### src/rtl/spi_channel_router.sv
// Routes SPI {addr,data} to per-channel FIFOs; round-robin arbitration upstream.
// Optional registered send_parity under `define SPI_CHANNEL_ROUTER_PARITY_EN.
module spi_channel_router #(
   parameter int  NUM_CHANNELS = 4,
   parameter int  DATA_BITS    = 8,
   parameter int  FIFO_DEPTH   = 2,
   localparam int ADDR_BITS    =
      (NUM_CHANNELS > 2) ? $clog2(NUM_CHANNELS) : 1
) (
   input  logic                              clk,
   input  logic                              reset,
   input  logic [ADDR_BITS+DATA_BITS-1:0]    recv_msg,
   input  logic                              recv_val,
   output logic                              recv_rdy,
   output logic [ADDR_BITS+DATA_BITS-1:0]    send_msg,
   output logic                              send_val,
   input  logic                              send_rdy,
   output logic [NUM_CHANNELS*DATA_BITS-1:0] chan_send_msg,
   output logic [NUM_CHANNELS-1:0]           chan_send_val,
   input  logic [NUM_CHANNELS-1:0]           chan_send_rdy,
   input  logic [NUM_CHANNELS*DATA_BITS-1:0] chan_recv_msg,
   input  logic [NUM_CHANNELS-1:0]           chan_recv_val,
   output logic [NUM_CHANNELS-1:0]           chan_recv_rdy,
   output logic                              err_bad_addr,
   output logic                              send_parity
);

   localparam int PTR_BITS = $clog2(FIFO_DEPTH);
   localparam int MSG_BITS = ADDR_BITS + DATA_BITS;

   logic [ADDR_BITS-1:0]    recv_addr;
   logic [DATA_BITS-1:0]    recv_data;
   logic                    recv_addr_ok;
   logic                    recv_fire;
   logic                    sel_full;
   logic [NUM_CHANNELS-1:0] fifo_full;
   logic [NUM_CHANNELS-1:0] enq;
   logic [NUM_CHANNELS-1:0] deq;

   assign {recv_addr, recv_data} = recv_msg;
   assign recv_addr_ok =
      {1'b0, recv_addr} < (ADDR_BITS+1)'(NUM_CHANNELS);

   always_comb begin
      sel_full = 1'b0;
      for (int i = 0; i < NUM_CHANNELS; i++) begin
         if (recv_addr == ADDR_BITS'(i)) sel_full = fifo_full[i];
      end
      recv_rdy = !reset && (!recv_addr_ok || !sel_full);
   end

   assign recv_fire = recv_val && recv_rdy;

   for (genvar g = 0; g < NUM_CHANNELS; g++) begin : g_chan
      logic [DATA_BITS-1:0] mem [FIFO_DEPTH];
      logic [PTR_BITS-1:0]  wr_ptr;
      logic [PTR_BITS-1:0]  rd_ptr;
      logic [PTR_BITS:0]    count;

      assign fifo_full[g] = count == (PTR_BITS+1)'(FIFO_DEPTH);
      assign enq[g] = recv_fire && (recv_addr == ADDR_BITS'(g));
      assign deq[g] = chan_send_val[g] && chan_send_rdy[g];
      assign chan_send_val[g] = !reset && (count != '0);
      assign chan_send_msg[g*DATA_BITS +: DATA_BITS] = mem[rd_ptr];

      always_ff @(posedge clk) begin
         if (reset) begin
            wr_ptr <= '0;
            rd_ptr <= '0;
            count  <= '0;
         end else begin
            if (enq[g]) wr_ptr <= wr_ptr + 1'b1;
            if (deq[g]) rd_ptr <= rd_ptr + 1'b1;
            if (enq[g] && !deq[g]) count <= count + 1'b1;
            else if (!enq[g] && deq[g]) count <= count - 1'b1;
         end
      end

      // Payload storage needs no reset; count gates visibility.
      always_ff @(posedge clk) begin
         if (enq[g]) mem[wr_ptr] <= recv_data;
      end
   end

   logic [ADDR_BITS-1:0] rr_ptr;
   logic [ADDR_BITS-1:0] rr_next;
   logic [ADDR_BITS-1:0] gnt_idx;
   logic                 gnt_any;
   logic                 gnt_fire;
   logic [DATA_BITS-1:0] gnt_data;
   logic                 out_val;
   logic [MSG_BITS-1:0]  out_msg;
   logic                 load_ok;
   logic                 send_fire;
   logic                 err_q;

   always_comb begin
      logic [ADDR_BITS:0] idx;
      gnt_any = 1'b0;
      gnt_idx = '0;
      idx     = '0;
      for (int k = 0; k < NUM_CHANNELS; k++) begin
         idx = {1'b0, rr_ptr} + (ADDR_BITS+1)'(k);
         if (idx >= (ADDR_BITS+1)'(NUM_CHANNELS))
            idx = idx - (ADDR_BITS+1)'(NUM_CHANNELS);
         if (!gnt_any && chan_recv_val[idx[ADDR_BITS-1:0]]) begin
            gnt_any = 1'b1;
            gnt_idx = idx[ADDR_BITS-1:0];
         end
      end
   end

   assign send_fire = send_val && send_rdy;
   assign load_ok   = !reset && (!out_val || send_fire);
   assign gnt_fire  = load_ok && gnt_any;
   assign gnt_data  = chan_recv_msg[gnt_idx*DATA_BITS +: DATA_BITS];
   assign rr_next   = (gnt_idx == ADDR_BITS'(NUM_CHANNELS-1)) ?
                      '0 : gnt_idx + 1'b1;

   assign chan_recv_rdy =
      gnt_fire ? (NUM_CHANNELS'(1) << gnt_idx) : '0;

   always_ff @(posedge clk) begin
      if (reset) begin
         out_val <= 1'b0;
         out_msg <= '0;
         rr_ptr  <= '0;
         err_q   <= 1'b0;
      end else begin
         if (gnt_fire) begin
            out_val <= 1'b1;
            out_msg <= {gnt_idx, gnt_data};
            rr_ptr  <= rr_next;
         end else if (send_fire) begin
            out_val <= 1'b0;
         end
         if (recv_fire && !recv_addr_ok) err_q <= 1'b1;
      end
   end

   assign send_val     = out_val && !reset;
   assign send_msg     = out_msg;
   assign err_bad_addr = err_q && !reset;

`ifdef SPI_CHANNEL_ROUTER_PARITY_EN
   logic par_q;

   always_ff @(posedge clk) begin
      if (reset) par_q <= 1'b0;
      else if (gnt_fire) par_q <= ^{gnt_idx, gnt_data};
   end

   assign send_parity = par_q && !reset;
`else
   assign send_parity = 1'b0;
`endif

endmodule

### config.mk
export PLATFORM = sky130hd
export DESIGN_NAME = spi_channel_router
export DESIGN_NICKNAME = d
export VERILOG_FILES = /design/src/rtl/spi_channel_router.sv
export SDC_FILE = /design/constraint.sdc
export NUM_CORES = 1
export LEC_CHECK = 0
export ABC_AREA = 1
export BUFFER_PORTS_ARGS = -buffer_cell sky130_fd_sc_hd__buf_2
export CORE_MARGIN = 2
export CORE_UTILIZATION = 53
export DETAILED_ROUTE_END_ITERATION = 12
export PLACE_DENSITY = 0.79
export SYNTH_ARGS = -nofsm -noshare
export SYNTH_HDL_FRONTEND = slang
export SYNTH_SLANG_ARGS = --single-unit
### constraint.sdc
create_clock -name clk -period 2.2 [get_ports clk]
set_clock_uncertainty 0.2 [all_clocks]
set_input_delay 0.11 -clock clk [delete_from_list [all_inputs] [get_ports clk]]
set_output_delay 0.11 -clock clk [all_outputs]
set_load 0.05 [all_outputs]
==> impl_results.rst, run 1 <==
.. list-table::
   :header-rows: 1

   * - Metric
     - Value
   * - Result of the run
     - finished with violations
   * - Violated checks
     - setup timing
   * - Net load switching power
     - 3560 uW
   * - Fraction of the mapped netlist area in adder cells
     - 2.27%
   * - Main combinational cell family by area after synthesis
     - simple AND/OR/NAND/NOR gates
   * - Site Rows
     - 33
   * - Antenna violations before repair
     - 0
   * - DRC Markers
     - 0
   * - Tightest Hold Check Type
     - primary input to register
   * - Portion of total power attributed to the clock network
     - 15.7%
   * - Clock Sink Count
     - 97
   * - Final net count
     - 647
   * - Category of the worst setup path capture point
     - primary output
   * - Worst rel slew slack
     - 47.3%
   * - Unrepaired setup endpoints after global routing
     - true
   * - Count of pins on the block boundary
     - 108
   * - Unique masters post-synth
     - 33
   * - Final hold violation count
     - 0
   * - Routed length per instance
     - 17.4 um
   * - GRT Residual Overflow
     - 0
   * - Total of buffers placed on input and output ports
     - 105
   * - Share of total power consumed by net switching
     - 45.6%
   * - Setup ws final
     - -223 ps
   * - Cell count after synthesis
     - 413
   * - Xor/xnor cell area share of the yosys netlist
     - 0.995%
   * - Leading cell types in the layout, fill and taps excluded
     - 101 x sky130_fd_sc_hd__buf_2, 64 x sky130_fd_sc_hd__edfxtp_1, 61 x sky130_fd_sc_hd__nand2_1
   * - Endpoints failing setup
     - 5
   * - Internal cell power
     - 4240 uW
   * - Average footprint of a synthesized cell
     - 10.7 um2
   * - Crit path launch type
     - register
   * - Remaining number of nets flagged by the antenna check after routing
     - 0
   * - Compound-Gate Fraction of Synth Area
     - 5.26%
   * - Areal power density over the cells
     - 1260 nW/um2
   * - Starting utilization of the core area
     - 54.1%
   * - Clock Path Buffers
     - 2
   * - Starting DRT DRC Count
     - 202
   * - Total clock buffers created by CTS
     - 9
   * - Reported leakage power
     - 0.00262 uW
   * - Period utilisation layout
     - 110%
   * - Post-layout power
     - 7800 uW
   * - Largest net degree at the start of global routing
     - 24
   * - Overall via count from detail_route
     - 3787
   * - Seq pwr share
     - 28.2%
   * - Area of the mapped netlist
     - 4400 um2
   * - Global-route wire length before repair
     - 17.5 mm
   * - Slew at the pin closest to its max-slew limit
     - 789 ps
   * - Portion of netlist area occupied by mux cells
     - 8.19%
   * - Syn-to-layout area delta
     - 41.1%
   * - Count of non-filler cells in the finished layout
     - 695
   * - Basic-gate share of the synthesized area counting and, or, nand and nor cells
     - 18.7%
   * - Ratio of cells with drive above 1 in the final layout
     - 45.9%
   * - EDFF count, synth
     - 64
   * - Finished Cell Area
     - 6210 um2
   * - Sequential-to-total area share from yosys stat
     - 58.7%
   * - Placer congestion estimate
     - 0.823
   * - Most common cell after layout, fill and taps aside
     - sky130_fd_sc_hd__buf_2
   * - Post-Place Worst Slack
     - -27.5 ps
   * - Req. time, crit path
     - 1890 ps
   * - Category of the critical setup timing path
     - register to primary output
   * - Post-detail-place hpwl
     - 6.98 mm
   * - Core region area
     - 8130 um2
   * - Largest fanout of any net on the critical path
     - 9
   * - Placed Cells incl. Taps
     - 627
   * - FMAX
     - 413 MHz
   * - Vias in the first global route
     - 3778
   * - Total of max-cap violations
     - 0
   * - Number of antenna cells inserted
     - 0
   * - Latest clock arrival within the worst-skew pair
     - 370 ps
   * - Share of flip-flops with an asynchronous set or reset after synthesis
     - 0%
   * - Clock Pin Slew Worst Setup and Hold Paths
     - 100 ps
   * - Yosys warns
     - 0
   * - First-pass DRT Iterations
     - 5
   * - Number of register bits inferred by synthesis
     - 97
   * - Placed Area
     - 5210 um2
   * - Detailed Route WL
     - 12.1 mm
   * - Chip height
     - 95.1 um
   * - Area enclosed by the die boundary
     - 9050 um2
   * - H-tree levels
     - 3
   * - Mean number of vias per cell
     - 5.45
   * - TritonCTS clock tree
     - done
   * - Total track usage
     - 25.7%
   * - Die Width
     - 95.1 um
   * - Min cycle time layout
     - 2420 ps
   * - Max rail drop VDD
     - 1370 uV
   * - Most instantiated flip-flop cell in the synthesis netlist
     - sky130_fd_sc_hd__edfxtp_1
   * - Clock root buffer
     - sky130_fd_sc_hd__clkbuf_8
   * - Total count of max-transition violations in the final report
     - 0
   * - CP arrival
     - 2110 ps
   * - Part of the total power dissipated in combinational logic
     - 56.1%
[worst paths after layout]
check	start	to	slack [ps]	depth (start not counted)
hold reg to reg	send_msg[5]	send_msg[5]	290	2
setup reg to reg	rr_ptr[0]	send_msg[0]	-30	13
hold / removal	chan_recv_msg[31]	send_msg[7]	40	7
setup / recovery	rr_ptr[0]	chan_recv_rdy[2]	-220	13
[state kept, by name, indices dropped and copies added (netlist names), named ones only]
name           flops
send_msg          10
g_chan.wr_ptr      4
out_val            1
rr_ptr             2
g_chan.mem        64
g_chan.count       8
g_chan.rd_ptr      4
[kinds of logic after synthesis]
family,after synthesis
flip-flops,97
multiplexers,32
AO/OA/AOI/OAI,44
XOR/XNOR,5
other,1
buffers and inverters,56
adder cells (fa/ha/maj),8
AND/OR/NAND/NOR,170
[power by group through the flow]
| stage | Sequential, uW | Combinational (uW) | Clock [uW] |
|---|---|---|---|
| after floorplan | 2460 | 2190 | 0 |
| after global placement | 2210 | 3010 | 0 |
| after CTS | 2190 | 3820 | 1240 |
| after global routing | 2210 | 4580 | 1310 |
| after detailed placement | 2210 | 3100 | 0 |
| final | 2200 | 4370 | 1230 |
[synthesized netlist by cell type, types with 2 or more instances]
library cell                n  share of area (%)
sky130_fd_sc_hd__dfxtp_1   33                 15
sky130_fd_sc_hd__nor2_1    32                2.7
sky130_fd_sc_hd__mux2_2    32                8.2
sky130_fd_sc_hd__o21ai_0   20                2.3
sky130_fd_sc_hd__nand3_1   30                3.4
sky130_fd_sc_hd__xor2_1     5                1.0
sky130_fd_sc_hd__nand2_4    3               0.77
sky130_fd_sc_hd__nand3_2    5                1.1
sky130_fd_sc_hd__a21oi_1   20                2.3
sky130_fd_sc_hd__o211ai_1   3               0.51
sky130_fd_sc_hd__ha_1       8                2.3
sky130_fd_sc_hd__buf_6      2               0.51
sky130_fd_sc_hd__nand4_1    4               0.57
sky130_fd_sc_hd__or2_0      2               0.28
sky130_fd_sc_hd__edfxtp_1  64                 44
sky130_fd_sc_hd__nand2_1   73                6.2
sky130_fd_sc_hd__inv_2      5               0.43
sky130_fd_sc_hd__buf_4      4               0.68
sky130_fd_sc_hd__nand2_2   13                1.8
sky130_fd_sc_hd__nor2_2     2               0.28
sky130_fd_sc_hd__clkbuf_1   7               0.60
sky130_fd_sc_hd__inv_1     35                3.0
[worst max-delay path, stage by stage, from the launching register on]
cell                      delay, ps
sky130_fd_sc_hd__dfxtp_4        370
sky130_fd_sc_hd__inv_4          100
sky130_fd_sc_hd__nand2_1        100
sky130_fd_sc_hd__nand3_2        110
sky130_fd_sc_hd__nand2_4         90
sky130_fd_sc_hd__nor2_8         160
sky130_fd_sc_hd__nand3_2         90
sky130_fd_sc_hd__nand3_2        110
sky130_fd_sc_hd__nand2_4        100
sky130_fd_sc_hd__inv_4          100
sky130_fd_sc_hd__ha_4           130
sky130_fd_sc_hd__inv_2           40
sky130_fd_sc_hd__nor2_4          90
sky130_fd_sc_hd__buf_8          150
[metal layers]
layer	global-route usage, %	up-vias	part of all wire (%)
li1	-	1743	-
met1	28.4	1785	37
met2	47.5	215	54
met3	4.03	44	6.0
met4	12.6	0	3.7
met5	0	-	0
[final cells by class]
type | count | area (um2)
Sequential cell | 97 | 2590
Fill cell | 465 | 1920
Multi-Input combinational cell | 261 | 1880
Timing Repair Buffer | 176 | 1230
Inverter | 40 | 160
Tap cell | 105 | 131
Clock buffer | 9 | 124
Clock inverter | 7 | 92.6
[metrics by stage]
stage / TNS (ps) / hold WS [ps] / utilization, %
after global routing: -1860 / 84.8 / 76.4
after CTS: -686 / 13.4 / 74.8
final: -894 / 36.2 / 76.4
after detailed placement: -47.5 / 180 / 64.1
after global placement: 0 / 169 / 64.1
after floorplan: -1480 / 8.87 / -
[timing repair]
item	in CTS	in global routing
gates resized for setup	50	22
gates cloned	0	0
hold endpoints to repair	83	0
pin swaps	15	11
buffers inserted	7	2
setup endpoints to repair	7	15
hold buffers	43	0
Power figures use the tool's default switching activity.
==> inputs of run 2 (changes only) <==
- GPL_ROUTABILITY_DRIVEN: not set -> 0
- PLACE_DENSITY: 0.79 -> 0.8
==> run 2 against run 1 <==
The flow finishes with violations (hold timing, setup timing). Core utilization is 1.3 points higher. Hold slack worse by 37 ps. Final cell count is 0.29% higher. Critical endpoint is now chan_recv_rdy[3]. Worst setup slack worse by 67 ps. Register-to-register slack hardly changed.
==> impl_results.rst, run 2 (same netlist as run 1, synthesis figures left out) <==
.. list-table::
   :header-rows: 1

   * - Metric
     - Value
   * - Largest net degree at the start of global routing
     - 24 (unchanged)
   * - CP arrival
     - 2180 ps (+70 ps)
   * - Chip height
     - 95.1 um (unchanged)
   * - Cell at the slowest stage of the critical path
     - sky130_fd_sc_hd__dfxtp_4
   * - Setup ws final
     - -290 ps (-66.5 ps)
   * - Starting utilization of the core area
     - 54.1% (unchanged)
   * - FF+latch area
     - 2590 um2 (about the same)
   * - Ratio of cells with drive above 1 in the final layout
     - 48.5% (+2.5 points)
   * - Minimum hold slack
     - -0.821 ps (-37.0 ps)
   * - Total of max-cap violations
     - 0 (unchanged)
   * - Placed Cells incl. Taps
     - 625 (-0.32%)
   * - Most common cell after layout, fill and taps aside
     - sky130_fd_sc_hd__buf_2
   * - Vias in the first global route
     - 3742 (-0.95%)
   * - Slew at the pin closest to its max-slew limit
     - 713 ps (-76.1 ps)
   * - Remaining number of nets flagged by the antenna check after routing
     - 0 (unchanged)
   * - Register with the most flip-flops
     - g_chan.mem
   * - Site Rows
     - 33 (unchanged)
   * - Area enclosed by the die boundary
     - 9050 um2 (unchanged)
   * - Global-route wire length before repair
     - 17.7 mm (+0.83%)
   * - Detailed Route WL
     - 12.1 mm (+0.33%)
   * - Mean number of vias per cell
     - 5.35 (-1.8%)
   * - GRT Residual Overflow
     - 0 (unchanged)
   * - Category of the critical setup timing path
     - register to primary output
   * - Delay of the slowest cell on the worst path
     - 430 ps (+60 ps)
   * - Clock root buffer
     - sky130_fd_sc_hd__clkbuf_8
   * - Count of pins on the block boundary
     - 108 (unchanged)
   * - DRC Markers
     - 0 (unchanged)
   * - Fill cells
     - 427 (-8.2%)
   * - First-pass DRT Iterations
     - 4 (-1)
   * - Number of antenna cells inserted
     - 0 (unchanged)
   * - Largest fanout of any net on the critical path
     - 5 (-4)
   * - Overall via count from detail_route
     - 3730 (-1.5%)
   * - Unrepaired setup endpoints after global routing
     - true
   * - Die Width
     - 95.1 um (unchanged)
   * - Post-detail-place hpwl
     - 6.82 mm (-2.3%)
   * - TritonCTS clock tree
     - done
   * - Max FFs per register
     - 64 (unchanged)
   * - Reported leakage power
     - 0.00265 uW (+1.3%)
   * - Period utilisation layout
     - 113% (+3.0 points)
   * - CP Buf/Inv Count
     - 4 (unchanged)
   * - Category of the worst setup path capture point
     - primary output
   * - Antenna violations before repair
     - 0 (unchanged)
   * - Combined area of the multi-input logic cells
     - 1960 um2 (+3.9%)
   * - Leading cell types in the layout, fill and taps excluded
     - 101 x sky130_fd_sc_hd__buf_2, 64 x sky130_fd_sc_hd__edfxtp_1, 55 x sky130_fd_sc_hd__nand2_1
   * - Total of buffers placed on input and output ports
     - 105 (unchanged)
   * - Req. time, crit path
     - 1890 ps (about the same)
   * - Starting DRT DRC Count
     - 160 (-21%)
   * - Worst rel slew slack
     - 52.4% (+5.1 points)
   * - Core region area
     - 8130 um2 (unchanged)
   * - Result of the run
     - finished with violations
   * - Total clock buffers created by CTS
     - 9 (unchanged)
   * - Max rail drop VDD
     - 1690 uV (+24%)
   * - Violated checks
     - hold timing, setup timing
   * - Worst-path cell chain
     - buf_16, nand2_4, nand3_4, nand2_4, nor2_8, nand3_4, nand3_4, nand2_4, inv_4, ha_4, inv_2, nor2_4, buf_6
   * - Clock Path Buffers
     - 2 (unchanged)
   * - Latest clock arrival within the worst-skew pair
     - 380 ps (about the same)
   * - Clock Pin Slew Worst Setup and Hold Paths
     - 100 ps (about the same)
   * - Final net count
     - 649 (+0.31%)
   * - Post-Place Worst Slack
     - -51.8 ps (-24.3 ps)
   * - Syn-to-layout area delta
     - 43.6%
   * - Total count of max-transition violations in the final report
     - 0 (unchanged)
   * - Clock Sink Count
     - 97 (unchanged)
   * - Tightest Hold Check Type
     - primary input to register
   * - Final hold violation count
     - 2 (+2)
   * - Min cycle time layout
     - 2490 ps (+66.5 ps)
   * - Total track usage
     - 25.8% (+0.15 points)
   * - H-tree levels
     - 3 (unchanged)
   * - Endpoints failing setup
     - 8 (+3)
   * - Areal power density over the cells
     - 1270 nW/um2 (+1.3%)
   * - Count of non-filler cells in the finished layout
     - 697 (+0.29%)
   * - FMAX
     - 402 MHz (-2.7%)
   * - Kind of cell adding the most delay to the critical path
     - simple AND/OR/NAND/NOR gates
   * - Crit path launch type
     - register
   * - Routed length per instance
     - 17.4 um (about the same)
-- run 2: tightest hold or removal path: stages --
cell and delay [ps]:
sky130_fd_sc_hd__buf_2 120, sky130_fd_sc_hd__buf_4 240, sky130_fd_sc_hd__nor2_1 70
-- run 2: worst paths after layout --
path	end	slack (ps)	cells past startpoint	from
min reg2reg	out_val	300	2	out_val
min	g_chan[1].count[0]	-0.8	3	reset
max reg2reg	send_msg[7]	-40	14	rr_ptr[0]
max	chan_recv_rdy[3]	-290	13	rr_ptr[0]
-- run 2: stage by stage --
step	hold slack, ps	TNS [ps]	utilization (%)	instance area [um2]	power (uW)
6_report	-0.821	-1160	77.7	6320	8040
5_1_grt	18.6	-2100	77.7	6320	8410
4_1_cts	5.68	-773	74.8	6090	7240
3_5_place_dp	173	-98.7	63.9	5190	5240
3_3_place_gp	170	0	63.9	5190	5150
2_1_floorplan	8.87	-1480	-	4520	4650
-- run 2: routing by layer --
metal	up-vias	track usage [%]	wire (um)
met2	165	47.2	6460
met4	0	10.6	397
met3	43	5.53	697
li1	1741	-	-
met1	1781	29.0	4560
met5	-	0	0
-- run 2: power by group --
part	switching (uW)	internal (uW)
Clock	681	557
Sequential	146	2100
Combinational	2810	1750
-- run 2: layout make-up --
type                       instances  share of cell area, %
multi-input combinational        261                   31.0
timing repair buffer             178                   20.0
sequential                        97                   41.0
clock inverter                     7                   1.41
tap                              105                   2.08
inverter                          40                   2.61
clock buffer                       9                   1.96
-- run 2: repair_timing --
action,4_1_cts,5_1_grt
endpoints found under the setup margin,5,19
cloned,1,0
buffers inserted,10,6
gates resized for setup,48,46
hold buffers,42,0
pin swaps,14,20
endpoints found under the hold margin,80,0
==> inputs of run 3 (changes only) <==
- CORE_MARGIN: 2 -> not set
- CORE_UTILIZATION: 53 -> 45
- PLACE_DENSITY: 0.8 -> 0.7
==> run 3 against run 2 <==
The flow finishes with violations (setup timing). Combinational power hardly changed. Final cell count is 5.0% higher. Critical path depth is 1 higher. Global-route usage is 4.5 points lower. Sequential share of layout area is 0.31 points lower. Critical endpoint is now chan_recv_rdy[2].
==> impl_results.rst, run 3 (same netlist as run 1, synthesis figures left out) <==
.. list-table::
   :header-rows: 1

   * - Metric
     - Value
   * - Result of the run
     - finished with violations
   * - Violated checks
     - setup timing
   * - Reported leakage power
     - 0.00271 uW (+2.1%)
   * - Placed Area
     - 5290 um2 (+1.9%)
   * - Area enclosed by the die boundary
     - 10200 um2 (+12%)
   * - Syn-to-layout area delta
     - 44.7%
   * - Total track usage
     - 21.3% (-4.5 points)
   * - Remaining number of nets flagged by the antenna check after routing
     - 0 (unchanged)
   * - Clock root buffer
     - sky130_fd_sc_hd__clkbuf_8
   * - Leading cell types in the layout, fill and taps excluded
     - 101 x sky130_fd_sc_hd__buf_2, 64 x sky130_fd_sc_hd__edfxtp_1, 62 x sky130_fd_sc_hd__nand2_1
   * - Total of max-cap violations
     - 0 (unchanged)
   * - Areal power density over the cells
     - 1250 nW/um2 (-2.1%)
   * - Period utilisation layout
     - 109% (-4.0 points)
   * - Total of buffers placed on input and output ports
     - 105 (unchanged)
   * - TritonCTS clock tree
     - done
   * - Routed length per instance
     - 14.8 um (-15%)
   * - Worst rel slew slack
     - 53.6% (+1.2 points)
   * - Overall via count from detail_route
     - 3662 (-1.8%)
   * - GRT Residual Overflow
     - 0 (unchanged)
   * - Largest fanout of any net on the critical path
     - 8 (+3)
   * - Core region area
     - 9370 um2 (+15%)
   * - Count of pins on the block boundary
     - 108 (unchanged)
   * - Finished Cell Area
     - 6370 um2 (+0.77%)
   * - Clock Sink Count
     - 97 (unchanged)
   * - Most common cell after layout, fill and taps aside
     - sky130_fd_sc_hd__buf_2
   * - Post-Route Utilization
     - 67.9% (-9.7 points)
   * - Ratio of cells with drive above 1 in the final layout
     - 46.6% (-1.9 points)
   * - Total clock buffers created by CTS
     - 9 (unchanged)
   * - Reg2Reg Setup Slack
     - 30 ps (+70 ps)
   * - Final net count
     - 660 (+1.7%)
   * - Source of the worst hold timing path
     - chan_recv_msg[28]
   * - Max rail drop VDD
     - 1230 uV (-27%)
   * - Vias in the first global route
     - 3514 (-6.1%)
   * - Antenna violations before repair
     - 0 (unchanged)
   * - Latest clock arrival within the worst-skew pair
     - 360 ps (-20 ps)
   * - H-tree levels
     - 3 (unchanged)
   * - Starting utilization of the core area
     - 47.0% (-7.1 points)
   * - Req. time, crit path
     - 1890 ps (about the same)
   * - FMAX
     - 416 MHz (+3.7%)
   * - Endpoints failing setup
     - 4 (-4)
   * - Critical register-to-register path startpoint
     - rr_ptr[0]
   * - Register with the most flip-flops
     - g_chan.mem
   * - Reg-to-Reg End
     - send_msg[3]
   * - Tightest Hold Check Type
     - primary input to register
   * - Starting DRT DRC Count
     - 124 (-23%)
   * - DRC Markers
     - 0 (unchanged)
   * - First-pass DRT Iterations
     - 4 (unchanged)
   * - Mean number of vias per cell
     - 5.00 (-6.5%)
   * - Number of antenna cells inserted
     - 0 (unchanged)
   * - Final hold violation count
     - 0 (-2)
   * - Placed Cells incl. Taps
     - 658 (+5.3%)
   * - Min cycle time layout
     - 2400 ps (-88.2 ps)
   * - Max FFs per register
     - 64 (unchanged)
   * - Worst Hold Depth
     - 7 (+4)
   * - Category of the worst setup path capture point
     - primary output
   * - Chip height
     - 101 um (+6.1%)
   * - Post-detail-place hpwl
     - 6.59 mm (-3.3%)
   * - Slew at the pin closest to its max-slew limit
     - 696 ps (-17.5 ps)
   * - Crit path launch type
     - register
   * - Fill cells
     - 660 (+55%)
   * - Number of cells traversed by the worst register-to-register path
     - 14 (unchanged)
   * - Category of the critical setup timing path
     - register to primary output
   * - CP arrival
     - 2090 ps (-90 ps)
   * - Global-route wire length before repair
     - 16.4 mm (-7.2%)
   * - Total count of max-transition violations in the final report
     - 0 (unchanged)
   * - Count of non-filler cells in the finished layout
     - 732 (+5.0%)
   * - Total Neg Setup Slack
     - -762 ps (+401 ps)
   * - Site Rows
     - 35 (+6.1%)
   * - Detailed Route WL
     - 10.8 mm (-11%)
   * - Clock Path Buffers
     - 2 (unchanged)
   * - Unrepaired setup endpoints after global routing
     - true
   * - Setup ws final
     - -201 ps (+88.2 ps)
   * - Hold endpoint
     - send_msg[4]
   * - Clock Pin Slew Worst Setup and Hold Paths
     - 110 ps (about the same)
   * - Largest net degree at the start of global routing
     - 24 (unchanged)
   * - Die Width
     - 101 um (+6.1%)
==> run 3: cell types whose count changed in the layout (fill, tap and decap cells not counted), moves of 3 or more <==
cell and change:
sky130_fd_sc_hd__buf_4 +7, sky130_fd_sc_hd__dlygate4sd3_1 +3, sky130_fd_sc_hd__inv_6 -3, sky130_fd_sc_hd__nand2_1 +7, sky130_fd_sc_hd__nand2_2 -6, sky130_fd_sc_hd__nand3_4 -3
==> run 3: worst max path at each step <==
stage	start	to	slack, ps	depth (start not counted)
finish	rr_ptr[0]	chan_recv_rdy[2]	-200	14
global route	rr_ptr[0]	chan_recv_rdy[3]	-300	14
CTS	rr_ptr[0]	chan_recv_rdy[3]	-190	14
detailed placement	rr_ptr[0]	chan_recv_rdy[0]	-60	12
global placement	rr_ptr[0]	rr_ptr[1]	-30	11
floorplan	g_chan[1].count[0]	g_chan[1].count[1]	-70	12
==> run 3: layer usage <==
| metal | vias up | share of wire, % | global-route usage (%) |
|---|---|---|---|
| met2 | 144 | 51 | 37.6 |
| met4 | 0 | 2.6 | 8.03 |
| met5 | - | 0 | 0 |
| met3 | 30 | 5.3 | 4.79 |
| li1 | 1763 | - | - |
| met1 | 1725 | 41 | 25.4 |
==> run 3: critical path, stage by stage, from the launching register on <==
cell                      delay (ps)
sky130_fd_sc_hd__dfxtp_4         380
sky130_fd_sc_hd__buf_8           150
sky130_fd_sc_hd__nand2_4          70
sky130_fd_sc_hd__nand2_2          70
sky130_fd_sc_hd__nand2_2          90
sky130_fd_sc_hd__nand2_4          70
sky130_fd_sc_hd__nor2_8          120
sky130_fd_sc_hd__nand3_2         100
sky130_fd_sc_hd__nand3_4          90
sky130_fd_sc_hd__nand2_4          90
sky130_fd_sc_hd__inv_4           100
sky130_fd_sc_hd__ha_4            130
sky130_fd_sc_hd__inv_2            40
sky130_fd_sc_hd__nor2_4           80
sky130_fd_sc_hd__buf_6           160
==> run 3: layout make-up <==
type                    count  area (um2)  share of cell area, %
flip-flops and latches     97        2590                   40.7
inverters                  40         160                   2.52
clock buffers               9         124                   1.95
repair buffers            189        1370                   21.4
multi-input cells         261        1880                   29.5
well taps                 129         161                   2.53
clock inverters             7        83.8                   1.32
==> run 3: timing repair <==
action	4_1_cts	5_1_grt
hold buffers	45	0
resized for setup	45	32
setup buffers	6	6
endpoints found under the setup margin	7	16
hold endpoints to repair	82	0
cloned	1	0
pin swaps	15	12
==> run 3: where the power goes <==
part	leakage (uW)	internal, uW	total, uW	switching, uW
registers	0.000851	2100	2200	104
logic	0.00175	1920	4570	2650
clock network	0.000105	458	1160	705
==> run 3: stage by stage <==
stage | hold slack, ps | setup slack, ps | total power [uW]
2_1_floorplan | 8.87 | -67.9 | 4650
3_3_place_gp | 167 | -33.6 | 5270
3_5_place_dp | 174 | -55.2 | 5330
4_1_cts | 12.6 | -193 | 7340
5_1_grt | 87.8 | -299 | 8320
6_report | 54.8 | -201 | 7930
